$ cat src/rtl/muacm_in_pkt.sv
// Byte FIFO and packetizer that drives the muacm IN port. A packet ends on the size limit,
// on s_flush_i, or after an idle timeout. Write-to-read latency is one cycle; s_ready_o drops while the FIFO is full.
module muacm_in_pkt #(
  parameter int DEPTH_LOG2   = 6,
  parameter int MAX_PKT      = 64,
  parameter int IDLE_TIMEOUT = 1024
) (
  input  logic       clk_i,
  input  logic       rst_i,
  input  logic [7:0] s_data_i,
  input  logic       s_valid_i,
  output logic       s_ready_o,
  input  logic       s_flush_i,
  output logic [7:0] in_data_o,
  output logic       in_last_o,
  output logic       in_valid_o,
  input  logic       in_ready_i,
  output logic       in_flush_now_o,
  output logic       in_flush_time_o
);
  localparam int DEPTH = 1 << DEPTH_LOG2;
  localparam int LW    = DEPTH_LOG2 + 1;
  localparam int PW    = (MAX_PKT > 1) ? $clog2(MAX_PKT) : 1;
  localparam int IW    = $clog2(IDLE_TIMEOUT + 1);

  typedef enum logic [1:0] {IDLE, STREAM, DRAIN} state_e;

  logic [7:0]            mem_q [DEPTH];
  logic [DEPTH_LOG2-1:0] wr_ptr_q, rd_ptr_q;
  logic [LW-1:0]         level_q, level_d, flush_cnt_q, flush_cnt_d;
  logic [PW-1:0]         pkt_cnt_q, pkt_cnt_d;
  logic [IW-1:0]         idle_q, idle_d;
  state_e                state_q, state_d;
  logic                  flush_now_q, flush_now_d;
  logic                  wr, rd, idle_fire, flush_ev;

  assign wr              = s_valid_i & s_ready_o;
  assign rd              = in_valid_o & in_ready_i;
  assign s_ready_o       = (level_q != LW'(DEPTH));
  assign in_valid_o      = (level_q != '0);
  assign in_data_o       = in_valid_o ? mem_q[rd_ptr_q] : 8'h00;
  assign in_last_o       = in_valid_o & ((pkt_cnt_q == PW'(MAX_PKT - 1)) | (flush_cnt_q == LW'(1)));
  assign in_flush_now_o  = flush_now_q;
  assign in_flush_time_o = 1'b0;

  always_comb begin
    level_d     = level_q + LW'(wr) - LW'(rd);
    idle_fire   = (state_q == STREAM) && !wr && (idle_q == IW'(IDLE_TIMEOUT - 1));
    flush_ev    = s_flush_i | idle_fire;
    pkt_cnt_d   = pkt_cnt_q;
    flush_cnt_d = flush_cnt_q;
    flush_now_d = rd && in_last_o && (flush_cnt_q == LW'(1));
    idle_d      = idle_q;

    if (rd) begin
      pkt_cnt_d = in_last_o ? '0 : pkt_cnt_q + PW'(1);
    end

    if (flush_ev) begin
      flush_cnt_d = level_d;
      // Nothing left to mark with last: bytes already handed over need a core-side flush.
      if (level_d == '0 && pkt_cnt_d != '0) begin
        flush_now_d = 1'b1;
        pkt_cnt_d   = '0;
      end
    end else if (rd && flush_cnt_q != '0) begin
      flush_cnt_d = flush_cnt_q - LW'(1);
    end

    if (wr || level_q == '0) begin
      idle_d = '0;
    end else if (state_q == STREAM && idle_q != IW'(IDLE_TIMEOUT)) begin
      idle_d = idle_q + IW'(1);
    end

    if (flush_cnt_d != '0) begin
      state_d = DRAIN;
    end else if (level_d != '0) begin
      state_d = STREAM;
    end else begin
      state_d = IDLE;
    end
  end

  always_ff @(posedge clk_i) begin
    if (wr) begin
      mem_q[wr_ptr_q] <= s_data_i;
    end
  end

  always_ff @(posedge clk_i) begin
    if (rst_i) begin
      wr_ptr_q    <= '0;
      rd_ptr_q    <= '0;
      level_q     <= '0;
      flush_cnt_q <= '0;
      pkt_cnt_q   <= '0;
      idle_q      <= '0;
      state_q     <= IDLE;
      flush_now_q <= 1'b0;
    end else begin
      if (wr) wr_ptr_q <= wr_ptr_q + DEPTH_LOG2'(1);
      if (rd) rd_ptr_q <= rd_ptr_q + DEPTH_LOG2'(1);
      level_q     <= level_d;
      flush_cnt_q <= flush_cnt_d;
      pkt_cnt_q   <= pkt_cnt_d;
      idle_q      <= idle_d;
      state_q     <= state_d;
      flush_now_q <= flush_now_d;
    end
  end

endmodule
$ cat config.mk
export PLATFORM = sky130hd
export DESIGN_NAME = muacm_in_pkt
export DESIGN_NICKNAME = d
export VERILOG_FILES = /design/src/rtl/muacm_in_pkt.sv
export SDC_FILE = /design/constraint.sdc
export NUM_CORES = 1
export LEC_CHECK = 0
export BUFFER_PORTS_ARGS = -buffer_cell sky130_fd_sc_hd__buf_2
export CORE_MARGIN = 2
export CORE_UTILIZATION = 57
export DETAILED_ROUTE_END_ITERATION = 10
export PLACE_DENSITY = 0.74
export SYNTH_ARGS = -nofsm -noshare
export SYNTH_HDL_FRONTEND = slang
export SYNTH_SLANG_ARGS = --single-unit
$ cat constraint.sdc
create_clock -name clk_i -period 3.6 [get_ports clk_i]
set_clock_uncertainty 0.05 [all_clocks]
set_input_delay 0.18 -clock clk_i [delete_from_list [all_inputs] [get_ports clk_i]]
set_output_delay 0.18 -clock clk_i [all_outputs]
set_load 0.005 [all_outputs]
==> flow_metrics.py <==
metrics = {
    "worst_setup_path": {
        "reg2reg_depth": 16,
        "required_ps": 3370,
        "path_cells": "inv_1 > ha_2 > and4bb_1 > buf_4 > nand2_1 > nand2_1 > a211oi_1 > o21ai_1 > o41ai_1 > buf_2",
        "reg2reg_slack_ps": 90,
        "cp_max_fo": 8,
        "path_common_cell": "nand2_1",
        "worst_ep_arrival_time_ps": 3380,
        "path_class": "flop to output port",
        "timing.rr.end": "in_flush_now_o",
        "critPathCaptureType": "output port",
        "cp.depth": 10,
        "start_kind": "flop",
        "reg2reg_from": "level_q[2]",
        "cp_top_family": "compound AO/OA/AOI/OAI gates",
        "timing.critical_path.buf_inv": 3,
        "cp_slowest_cell": "a211oi_1",
        "cpPeakStageDelay_ps": 580,
    },
    "outcome": {
        "violations": "negative setup slack",
        "status": "finished with violations",
    },
    "grt": {
        "grt_max_degree": 73,
        "grt_pass1_wl_um": 75300,
        "grt_overflow": 0,
        "antenna_found_initial": 0,
        "gr-usage-all-layers": 0.248,
        "grt_pass1_vias": 12100,
    },
    "synthesis": {
        "yosys_warnings": 0,
        "async_flop_share": 0,
        "yosys.area_share.adder": 0.00974,
        "yosysUniqueCellTypes": 73,
        "yosys.area_share.simple": 0.0561,
        "synth_xor_area_frac": 0.00891,
        "synth-edff-count": 512,
        "synth_mux_area_frac": 0.136,
        "ys_seq_elements": 564,
        "synthFlopType": "edfxtp_1",
        "synth_top_family_by_area": "multiplexers",
        "synth_area_per_cell_um2": 18.3,
        "syn_area_um2": 22600,
        "synth_nets": 1263,
        "synth_seq_area_share": 0.726,
        "synth_compound_area_frac": 0.0454,
        "syn_inst": 1233,
    },
    "floorplan": {
        "design.core.area_um2": 38900,
        "dieArea_um2": 41300,
        "io_pins": 26,
        "rows": 72,
        "start_util": 0.581,
        "die_w_um": 203,
        "die_height_um": 203,
    },
    "final_layout": {
        "fin_nets": 1373,
        "diodes": 0,
        "drive_above_1_share": 0.263,
        "layout_common_cells": "edfxtp_1, mux4_2, nor2_1",
        "layout.cells.most_common": "edfxtp_1",
        "fillers": 2566,
        "area_delta_synth_final_pct": 13.8,
        "final_cell_area_um2": 25700,
    },
    "clock_network": {
        "cts_root_buffer": "clkbuf_16",
        "cts_tree": "built",
        "clk_pin_slew_worst_paths_ps": 60,
        "clock-sinks": 564,
        "clk_latency_ps": 600,
        "htreeDepth": 2,
        "cts_buffers": 56,
        "cts_buffer_depth": 3,
    },
    "placed_design": {
        "dp_hpwl_um": 30200,
        "place.gp.congestion": 0.863,
        "io_buffers": 24,
        "dpl_cell_area_um2": 23800,
    },
    "route": {
        "drc_errors": 0,
        "firstDrtPassIters": 5,
        "routed_via_density": 6.29,
        "avgRoutedWirePerCell_um": 26.0,
        "num_vias": 12000,
        "totalWireLength_um": 49400,
        "drtIter0Drc": 1482,
        "final_antenna_net_count": 0,
    },
    "worst_hold_path": {
        "min_path_cells": 2,
        "holdPathEnd": "wr_ptr_q[3]",
        "min_path_type": "input pin to flop",
        "min-delay-start": "rst_i",
    },
    "sta": {
        "finalSetupViolations": 1,
        "relSlewSlack": 0.138,
        "worstMarginPinSlew_ps": 1290,
        "worst_hold_slack_ps": 78.2,
        "period_share": 1.00,
        "rsz0062_at_grt": "yes",
        "fmax_mhz": 277,
        "drv_slew": 0,
        "fin_crit_ps": 3610,
        "layout_setup_ws_ps": -8.77,
        "hold_viol": 0,
    },
    "power_and_ir_drop": {
        "pwr-share-seq": 0.436,
        "power_density_nw_per_um2": 661,
        "sw_frac_of_total": 0.263,
        "p_int_uw": 12500,
        "p_sw_uw": 4480,
        "pwr-share-clk": 0.344,
        "ir_drop_mv": 0.684,
        "p_leak_uw": 0.00825,
        "power_frac_comb": 0.220,
    },
    "run": {
        "cap_violations": 0,
    },
}
## worst register-to-register path, stage by stage, from the launching register on
cell and delay [ps]:
dfxtp_2 320, inv_1 60, ha_2 180, and4bb_1 220
nand2_1 80, and2_4 180, clkinv_8 50, ha_1 260
inv_1 50, ha_2 180, fa_2 340, a211o_1 320
and2_4 180, xnor2_2 180, nand4_1 260, or3_1 420
a21oi_1 120
## cell families (layout without fill, tap and decap cells)
logic type      count (synthesis)  in the layout
flops                         564            564
simple gates                  256            256
compound gates                144            144
mux                           141            141
buf+inv                        87            240
xor+xnor                       23             23
fa+ha+maj                      17             17
other cells                     1              1
## flip-flops by register name, summed over array words and instances (netlist names), named ones only
register	flops
idle_q	11
level_q	7
flush_cnt_q	7
state_q	2
mem_q	512
rd_ptr_q	6
wr_ptr_q	6
pkt_cnt_q	6
in_flush_now_o	1
## power by group through the flow
stage	Clock (µW)	Combinational, µW	Sequential (µW)
3_5_place_dp	0	3540	7550
2_1_floorplan	0	2480	7480
5_1_grt	6170	4040	7430
4_1_cts	5920	3680	7410
6_report	5840	3740	7420
3_3_place_gp	0	3490	7540
## stage by stage
stage                     setup slack, ps   util  setup TNS (ps)  total power (µW)  instances
after floorplan                      79.2      -               0              9960       1233
after global placement              -44.0  0.611           -87.8             11000       1797
after detailed placement             -105  0.611            -632             11100       1797
after CTS                            8.37  0.660               0             17000       1903
after global routing                -68.5  0.661            -247             17600       1904
final                               -8.77  0.661           -8.77             17000       1904
## cell type report
cell class / instances / area [µm²] / area share
Inverter: 20 / 87.6 / 0.00340
Timing Repair Buffer: 119 / 898 / 0.0349
Multi-Input combinational cell: 582 / 5830 / 0.227
Tap cell: 518 / 648 / 0.0252
Clock inverter: 36 / 402 / 0.0156
Clock buffer: 65 / 1440 / 0.0558
Sequential cell: 564 / 16400 / 0.639
## layer usage
metal  global-route usage  up-vias  wire (µm)
met1                0.351     6132      19800
met3               0.0505       96       4320
met2                0.396      549      23900
met5                    0        -          0
met4               0.0792        0       1440
li1                     -     5194          -
## synth_stat cells (all sizes together) (6+ instances only)
cell	n	share of area
edfxtp	512	0.68
mux4	132	0.13
nor2	108	0.018
dfxtp	52	0.046
buf	37	0.0092
nand2	37	0.0061
a22oi	35	0.012
a21oi	32	0.0071
clkbuf	30	0.0050
inv	19	0.0032
ha	16	0.0089
and3	15	0.0042
o21ai	15	0.0035
nor3	14	0.0038
nand3	13	0.0029
nor2b	12	0.0033
o22ai	12	0.0033
xnor2	12	0.0046
xor2	11	0.0043
a211oi	10	0.0033
and2	8	0.0022
or3	8	0.0022
a221oi	7	0.0030
mux2i	7	0.0031
or2	7	0.0020
nand3b	6	0.0020
nand4	6	0.0017
## timing repair
item / 4_1_cts / 5_1_grt
hold buffers: 1 / 0
setup endpoints to repair: 8 / 13
pin swaps: 4 / 11
cloned: 0 / 0
endpoints found under the hold margin: 6 / 0
gates resized for setup: 2 / 14
buffers inserted: 4 / 1
## how the worst max path moves through the flow
stage | from | endpoint | slack [ps]
after floorplan | level_q[4] | in_flush_now_o | 80
after global placement | level_q[4] | in_flush_now_o | -40
after detailed placement | level_q[5] | in_flush_now_o | -110
after CTS | level_q[5] | in_flush_now_o | 8
after global routing | level_q[2] | in_flush_now_o | -70
final | level_q[2] | in_data_o[5] | -9
Note: power is estimated with default switching activity, not from simulation.
